==> src/rtl/cnn_pkg.sv <==
// cnn_pkg: FSM state type and default widths shared by the bias fill engine files
package cnn_pkg;
    localparam int DATA_W_DEF = 16;
    localparam int ADDR_W_DEF = 16;
    localparam int BURST_DEF  = 25;
    typedef enum logic [2:0] {S_IDLE, S_LOAD, S_WAIT, S_WRITE, S_DONE} state_e;
endpackage

==> src/rtl/bias_fill_addr_gen.sv <==
// bias_fill_addr_gen: group/channel/pixel counters producing load and write addresses
module bias_fill_addr_gen
    import cnn_pkg::*;
#(
    parameter int ADDR_W = ADDR_W_DEF,
    parameter int BURST  = BURST_DEF,
    parameter int SW     = (BURST > 1) ? $clog2(BURST) : 1
) (
    input  logic              clk,
    input  logic              reset,
    input  logic              start,
    input  logic              load_step,
    input  logic              wr_step,
    input  logic [ADDR_W-1:0] bias_base,
    input  logic [ADDR_W-1:0] out_base,
    input  logic [ADDR_W-1:0] nob,
    input  logic [ADDR_W-1:0] pix,
    output logic [ADDR_W-1:0] load_addr,
    output logic [ADDR_W-1:0] write_addr,
    output logic [SW-1:0]     slot,
    output logic              grp_end,
    output logic              all_end
);
    logic [ADDR_W-1:0] goff_q, goff_d, k_q, k_d, p_q, p_d, c_q, c_d;
    logic [SW-1:0]     slot_q, slot_d;
    logic              last_pix, last_chan, last_slot;

    assign last_pix   = p_q == pix - 1'b1;
    assign last_chan  = c_q == nob - 1'b1;
    assign last_slot  = slot_q == SW'(BURST - 1);
    assign grp_end    = last_pix && (last_slot || last_chan);
    assign all_end    = last_pix && last_chan;
    assign load_addr  = bias_base + goff_q;
    assign write_addr = out_base + k_q;
    assign slot       = slot_q;

    // Writes are contiguous across channels, so one running offset k gives every write address
    always_comb begin
        goff_d = goff_q;
        k_d    = k_q;
        p_d    = p_q;
        c_d    = c_q;
        slot_d = slot_q;
        if (start) begin
            goff_d = '0;
            k_d    = '0;
            p_d    = '0;
            c_d    = '0;
            slot_d = '0;
        end else begin
            if (load_step) goff_d = goff_q + ADDR_W'(BURST);
            if (wr_step) begin
                k_d    = k_q + 1'b1;
                p_d    = last_pix ? '0 : p_q + 1'b1;
                c_d    = last_pix ? c_q + 1'b1 : c_q;
                slot_d = last_pix ? (last_slot ? '0 : slot_q + 1'b1) : slot_q;
            end
        end
    end

    // Counter registers
    always_ff @(posedge clk or negedge reset) begin
        if (!reset) begin
            goff_q <= '0;
            k_q    <= '0;
            p_q    <= '0;
            c_q    <= '0;
            slot_q <= '0;
        end else begin
            goff_q <= goff_d;
            k_q    <= k_d;
            p_q    <= p_d;
            c_q    <= c_d;
            slot_q <= slot_d;
        end
    end
endmodule

==> src/rtl/bias_fill_engine.sv <==
// bias_fill_engine: loads bias bursts and fills output planes; BIAS_FILL_ERR_EN adds an address-overflow flag
module bias_fill_engine
    import cnn_pkg::*;
#(
    parameter int DATA_W   = DATA_W_DEF,
    parameter int ADDR_W   = ADDR_W_DEF,
    parameter int BURST    = BURST_DEF,
    parameter int LOAD_LAT = 1
) (
    input  logic                       clk,
    input  logic                       reset,
    input  logic                       enable,
    input  logic [ADDR_W-1:0]          biasAddress,
    input  logic [ADDR_W-1:0]          numberOfBiases,
    input  logic [ADDR_W-1:0]          outImgAddress,
    input  logic [ADDR_W-1:0]          outImgSize,
    input  logic signed [BURST*DATA_W-1:0] loadedBiases,
    input  logic                       writeReady,
    output logic [ADDR_W-1:0]          loadAddr,
    output logic                       loadEnable,
    output logic signed [DATA_W-1:0]   writeBias,
    output logic [ADDR_W-1:0]          writeAddr,
    output logic                       writeEnable,
    output logic                       done
`ifdef BIAS_FILL_ERR_EN
    ,
    output logic                       error
`endif
);
    localparam int SW = (BURST > 1) ? $clog2(BURST) : 1;

    state_e                   state_q, state_d;
    logic [2:0]               wait_q, wait_d;
    logic [ADDR_W-1:0]        bias_q, nob_q, out_q, size_q, pix, load_addr, write_addr;
    logic signed [DATA_W-1:0] buf_q [BURST];
    logic [SW-1:0]            slot;
    logic                     start, load_step, wr_step, cap, grp_end, all_end;

    assign pix         = size_q * size_q;
    assign loadAddr    = loadEnable ? load_addr : '0;
    assign writeAddr   = writeEnable ? write_addr : '0;
    assign writeBias   = writeEnable ? buf_q[slot] : '0;

    bias_fill_addr_gen #(.ADDR_W(ADDR_W), .BURST(BURST), .SW(SW)) u_addr (
        .clk        (clk),
        .reset      (reset),
        .start      (start),
        .load_step  (load_step),
        .wr_step    (wr_step),
        .bias_base  (bias_q),
        .out_base   (out_q),
        .nob        (nob_q),
        .pix        (pix),
        .load_addr  (load_addr),
        .write_addr (write_addr),
        .slot       (slot),
        .grp_end    (grp_end),
        .all_end    (all_end)
    );

    // Next state and per-state strobes; outputs decode from the registered state only
    always_comb begin
        state_d     = state_q;
        wait_d      = wait_q;
        start       = 1'b0;
        load_step   = 1'b0;
        wr_step     = 1'b0;
        cap         = 1'b0;
        loadEnable  = 1'b0;
        writeEnable = 1'b0;
        done        = 1'b0;
        case (state_q)
            S_IDLE: if (enable) begin
                start   = 1'b1;
                state_d = (numberOfBiases == '0 || outImgSize == '0) ? S_DONE : S_LOAD;
            end
            S_LOAD: begin
                loadEnable = 1'b1;
                load_step  = 1'b1;
                wait_d     = '0;
                state_d    = S_WAIT;
            end
            S_WAIT: begin
                wait_d = wait_q + 1'b1;
                if (wait_q == 3'(LOAD_LAT - 1)) begin
                    cap     = 1'b1;
                    state_d = S_WRITE;
                end
            end
            S_WRITE: begin
                writeEnable = 1'b1;
                if (writeReady) begin
                    wr_step = 1'b1;
                    state_d = all_end ? S_DONE : grp_end ? S_LOAD : S_WRITE;
                end
            end
            S_DONE: begin
                done = 1'b1;
                if (!enable) state_d = S_IDLE;
            end
            default: state_d = S_IDLE;
        endcase
    end

    // State register; reset abandons any job in flight
    always_ff @(posedge clk or negedge reset) begin
        if (!reset) begin
            state_q <= S_IDLE;
            wait_q  <= '0;
        end else begin
            state_q <= state_d;
            wait_q  <= wait_d;
        end
    end

    // Job configuration frozen as the FSM leaves IDLE
    always_ff @(posedge clk or negedge reset) begin
        if (!reset) begin
            bias_q <= '0;
            nob_q  <= '0;
            out_q  <= '0;
            size_q <= '0;
        end else if (start) begin
            bias_q <= biasAddress;
            nob_q  <= numberOfBiases;
            out_q  <= outImgAddress;
            size_q <= outImgSize;
        end
    end

    // Burst buffer captured on the last WAIT cycle
    always_ff @(posedge clk) begin
        if (cap) for (int i = 0; i < BURST; i++) buf_q[i] <= loadedBiases[i*DATA_W +: DATA_W];
    end

`ifdef BIAS_FILL_ERR_EN
    localparam int EW = 2 * ADDR_W + 1;
    localparam logic [EW-1:0] LIM = {{ADDR_W{1'b0}}, 1'b1, {ADDR_W{1'b0}}};
    logic [EW-1:0] span;
    logic          err_q;
    assign span  = EW'(out_q) + EW'(nob_q) * EW'(pix);
    assign error = err_q;

    // Overflow flag: cleared on start, evaluated on arrival in DONE
    always_ff @(posedge clk or negedge reset) begin
        if (!reset) err_q <= 1'b0;
        else if (start) err_q <= 1'b0;
        else if (state_d == S_DONE && state_q != S_DONE) err_q <= span > LIM;
    end
`endif
endmodule

==> config.mk <==
export PLATFORM = sky130hd
export DESIGN_NAME = bias_fill_engine
export DESIGN_NICKNAME = d
export VERILOG_FILES = /design/src/rtl/cnn_pkg.sv /design/src/rtl/bias_fill_addr_gen.sv /design/src/rtl/bias_fill_engine.sv
export SDC_FILE = /design/constraint.sdc
export NUM_CORES = 1
export LEC_CHECK = 0
export CAP_MARGIN = 20
export CORE_ASPECT_RATIO = 1.5
export CORE_MARGIN = 2
export CORE_UTILIZATION = 40
export CTS_BUF_LIST = sky130_fd_sc_hd__clkbuf_2
export DETAILED_ROUTE_END_ITERATION = 10
export HOLD_SLACK_MARGIN = 0.12
export SLEW_MARGIN = 20
export SYNTH_ARGS = -nofsm -noshare
export SYNTH_HDL_FRONTEND = slang
export SYNTH_HIERARCHICAL = 1
export SYNTH_SLANG_ARGS = --single-unit
==> constraint.sdc <==
create_clock -name clk -period 59.4 [get_ports clk]
set_clock_uncertainty 0.2 [all_clocks]
set_input_delay 11.88 -clock clk [delete_from_list [all_inputs] [get_ports clk]]
set_output_delay 11.88 -clock clk [all_outputs]
set_load 0.005 [all_outputs]
==> metrics.txt <==
top cell type by total area after synthesis=edfxtp_1; GRT Util Overall=23.3%; HPWL after detailed placement=roughly 63000 um; CP Capture Type=primary output; share of cells above drive strength 1=16.4%; core area=just under 0.07 sq mm; Synth top area share=between 40% and 50%; postcts setup bufs=0; GPL Wtd Cong=0.876; synth top area cells=edfxtp_1 (44%), dfrtp_1 (13%), mux4_2 (9.3%); # setup viols final=0; die area=about 0.07 sq mm; post-route setup TNS=0 ns; Hold Buf Count CTS=0; maximum clock rate=between 0.05 and 0.06 GHz; Setup crit start=u_addr/slot[0]; Die Ht=around 320 um; Initial Util=between 40% and 50%; Min Hold Slack=between 0.3 and 0.4 ns; Avg Inst Size Synth=between 10 and 15 sq um; first-pass GRT wire length=roughly 120000 um; minimum clock period=between 15 and 20 ns; WS Path Type=register to primary output; Netlist Area Pre-Place=between 0.02 and 0.03 sq mm; Hold Crit Start=bias_q[0]; CTS Buffer Depth=3; final period utilization=approximately 28%; Slew @ Worst Pin=a little over 1 ns; Inserted Clock Buffers=about 140; Fin. Hold Viols=0; predominant post-synthesis flop cell=edfxtp_1; synthesized instance count=1919; overflow left after global routing=0; status=complete, no violations; Worst Path Required=47.32 ns; synthesized flop and latch total=approximately 540; DRC violations left=0; RSZ-0062 raised after global routing=false; Top-Level Pins=roughly 520; vias in the first global route=19.8k; CTS tree=done; post-synthesis async set-or-reset flop share=about 26%; post-synth cell types=~70; row cnt=around 120; yosys warns=6; HP Class=register to register; Reg clk slew, reported paths=around 0.090 ns; Pre-antenna DRT Iters=5; Nets=~3.1k; CP max FO=40; static leakage=13.5 nW; # resized after CTS=0; WL/cell=22.9 um; Crit Reg-Reg Startpoint=size_q[1]; area grow syn2layout=27.6%; CP startpoint kind=register; CP dominant cell by count=mux4_2; worst path cell trace=buf_4 -> mux4_2 -> mux4_2 -> nand2_1 -> o21ai_1 -> clkdlybuf4s50_1; maximum vdd drop=approximately 0.016 mV; Max-Cap Viols=0; crit path DAT=around 4.8 ns; root buffer cell=clkbuf_2; antenna viol nets, final=0; clk_lat worst skew=1.27 ns; vias per cell=a little over 5; Max H-tree Level=4; Via Count=~18k; Starting DRT DRC Count=1107; number of port buffers=between 500 and 600; sequential fraction of the synthesis area=between 50% and 60%; Pwr per Cell Area=26.8 mW/mm^2; Slew HR=about 32%; largest net degree at the start of global routing=90; drt total wl=slightly above 80000 um; EDFF count, synth=400; initial antenna violation count=38; DIE WIDTH=approximately 220 um; slowest cell delay on critical path=a little over 0.8 ns; clock sink count=~540; total power=around 930 uW; fin. max-slew vios=0; CP max-delay cell=dfrtp_4
## worst paths after layout
kind | cells after the start | end | slack [ns]
max | 6 | writeBias[11] | 42.52
min | 1 | bias_q[0] | 0.32
max reg2reg | 29 | state_q[1] | 50.64
min reg2reg | 1 | bias_q[0] | 0.32
max in group asynchronous | 2 | u_addr/slot[0] | 47.23
min in group asynchronous | 1 | size_q[13] | 10.46
## final cells by class
cell class	instances	area, sq um
fillers	5788	32800
flip-flops and latches	538	15500
multi-input cells	1174	10900
repair buffers	534	5320
well taps	892	1120
clock buffers	190	951
inverters	135	507
clock inverters	48	355
diodes	16	40.0
## cells by family after synthesis
group,share of synthesized area [%]
other,0.0138
buffers and inverters,3.14
multiplexers,13.2
adder cells (fa/ha/maj),9.09
flip-flops,56.9
AO/OA/AOI/OAI,4.22
XOR/XNOR,4.19
AND/OR/NAND/NOR,9.18
## flip-flops by register name, summed over array words and instances (netlist names)
name	flops
buf_q	400
size_q	15
bias_q	16
state_q	3
u_addr/k_q	16
u_addr/p_q	16
u_addr/goff_q	16
out_q	16
u_addr/slot	5
wait_q	3
u_addr/c_q	16
nob_q	16
## placed cells by master, fill, tap and decap left out, drive strengths merged, types with 72 or more instances in the layout
cell type,synthesis,layout
clkbuf,45,190
edfxtp,400,400
nand2,113,113
ha,87,87
mux4,112,112
nor2,120,120
mux2,72,72
dfrtp,138,138
inv,135,138
clkdlybuf4s50,0,517
## metal layers
| metal | GRT usage (%) | share of wire, % |
|---|---|---|
| met1 | 25.4 | 36 |
| met2 | 41.5 | 53 |
| met3 | 8.99 | 8.8 |
| met4 | 7.32 | 2.3 |
| met5 | 0 | 0.32 |
## where the power goes
part | leakage (nW) | total [mW] | internal [mW] | switching, mW
Clock | 0.947 | 0.266 | 0.109 | 0.157
Combinational | 7.17 | 0.152 | 0.0722 | 0.0802
Sequential | 5.42 | 0.511 | 0.486 | 0.0253
## Yosys cell counts, types with 5 or more instances
cell,count
nor3_1,28
o21ai_0,44
o21ai_1,8
a21oi_1,66
a31oi_1,7
xor2_1,59
nand2b_1,7
a21o_1,15
nand3b_1,9
xnor2_1,71
and2_1,42
clkbuf_1,45
mux2_2,70
nand2_1,113
buf_6,5
inv_1,135
nand3_1,36
nand4_1,20
dfrtp_1,138
edfxtp_1,400
or3_1,17
mux2i_1,26
and3_1,33
mux4_2,112
nor2_1,120
buf_2,18
ha_1,87
nor2b_1,18
o21a_1,5
or4_1,5
fa_1,69
nor4_1,18
## critical path, delay by kind of cell (launching register included)
kind / cells / cell delay, ns
AOI/OAI and AO/OA: 1 / 0.09
buffers and inverters: 2 / 1.37
DFF: 1 / 0.82
muxes: 2 / 1.12
and+or+nand+nor: 1 / 0.12
## stage by stage
step                      utilization [%]  cells  worst slack (ns)  area, sq um
after CTS                            51.3   3510             42.28        34600
after detailed placement             49.3   3272             43.69        33300
after floorplan                         -   1921             40.70        27200
final                                51.4   3527             42.52        34700
after global placement               49.3   3272             43.72        33300
after global routing                 51.3   3517             42.12        34600
(Power assumes the default switching activity.)
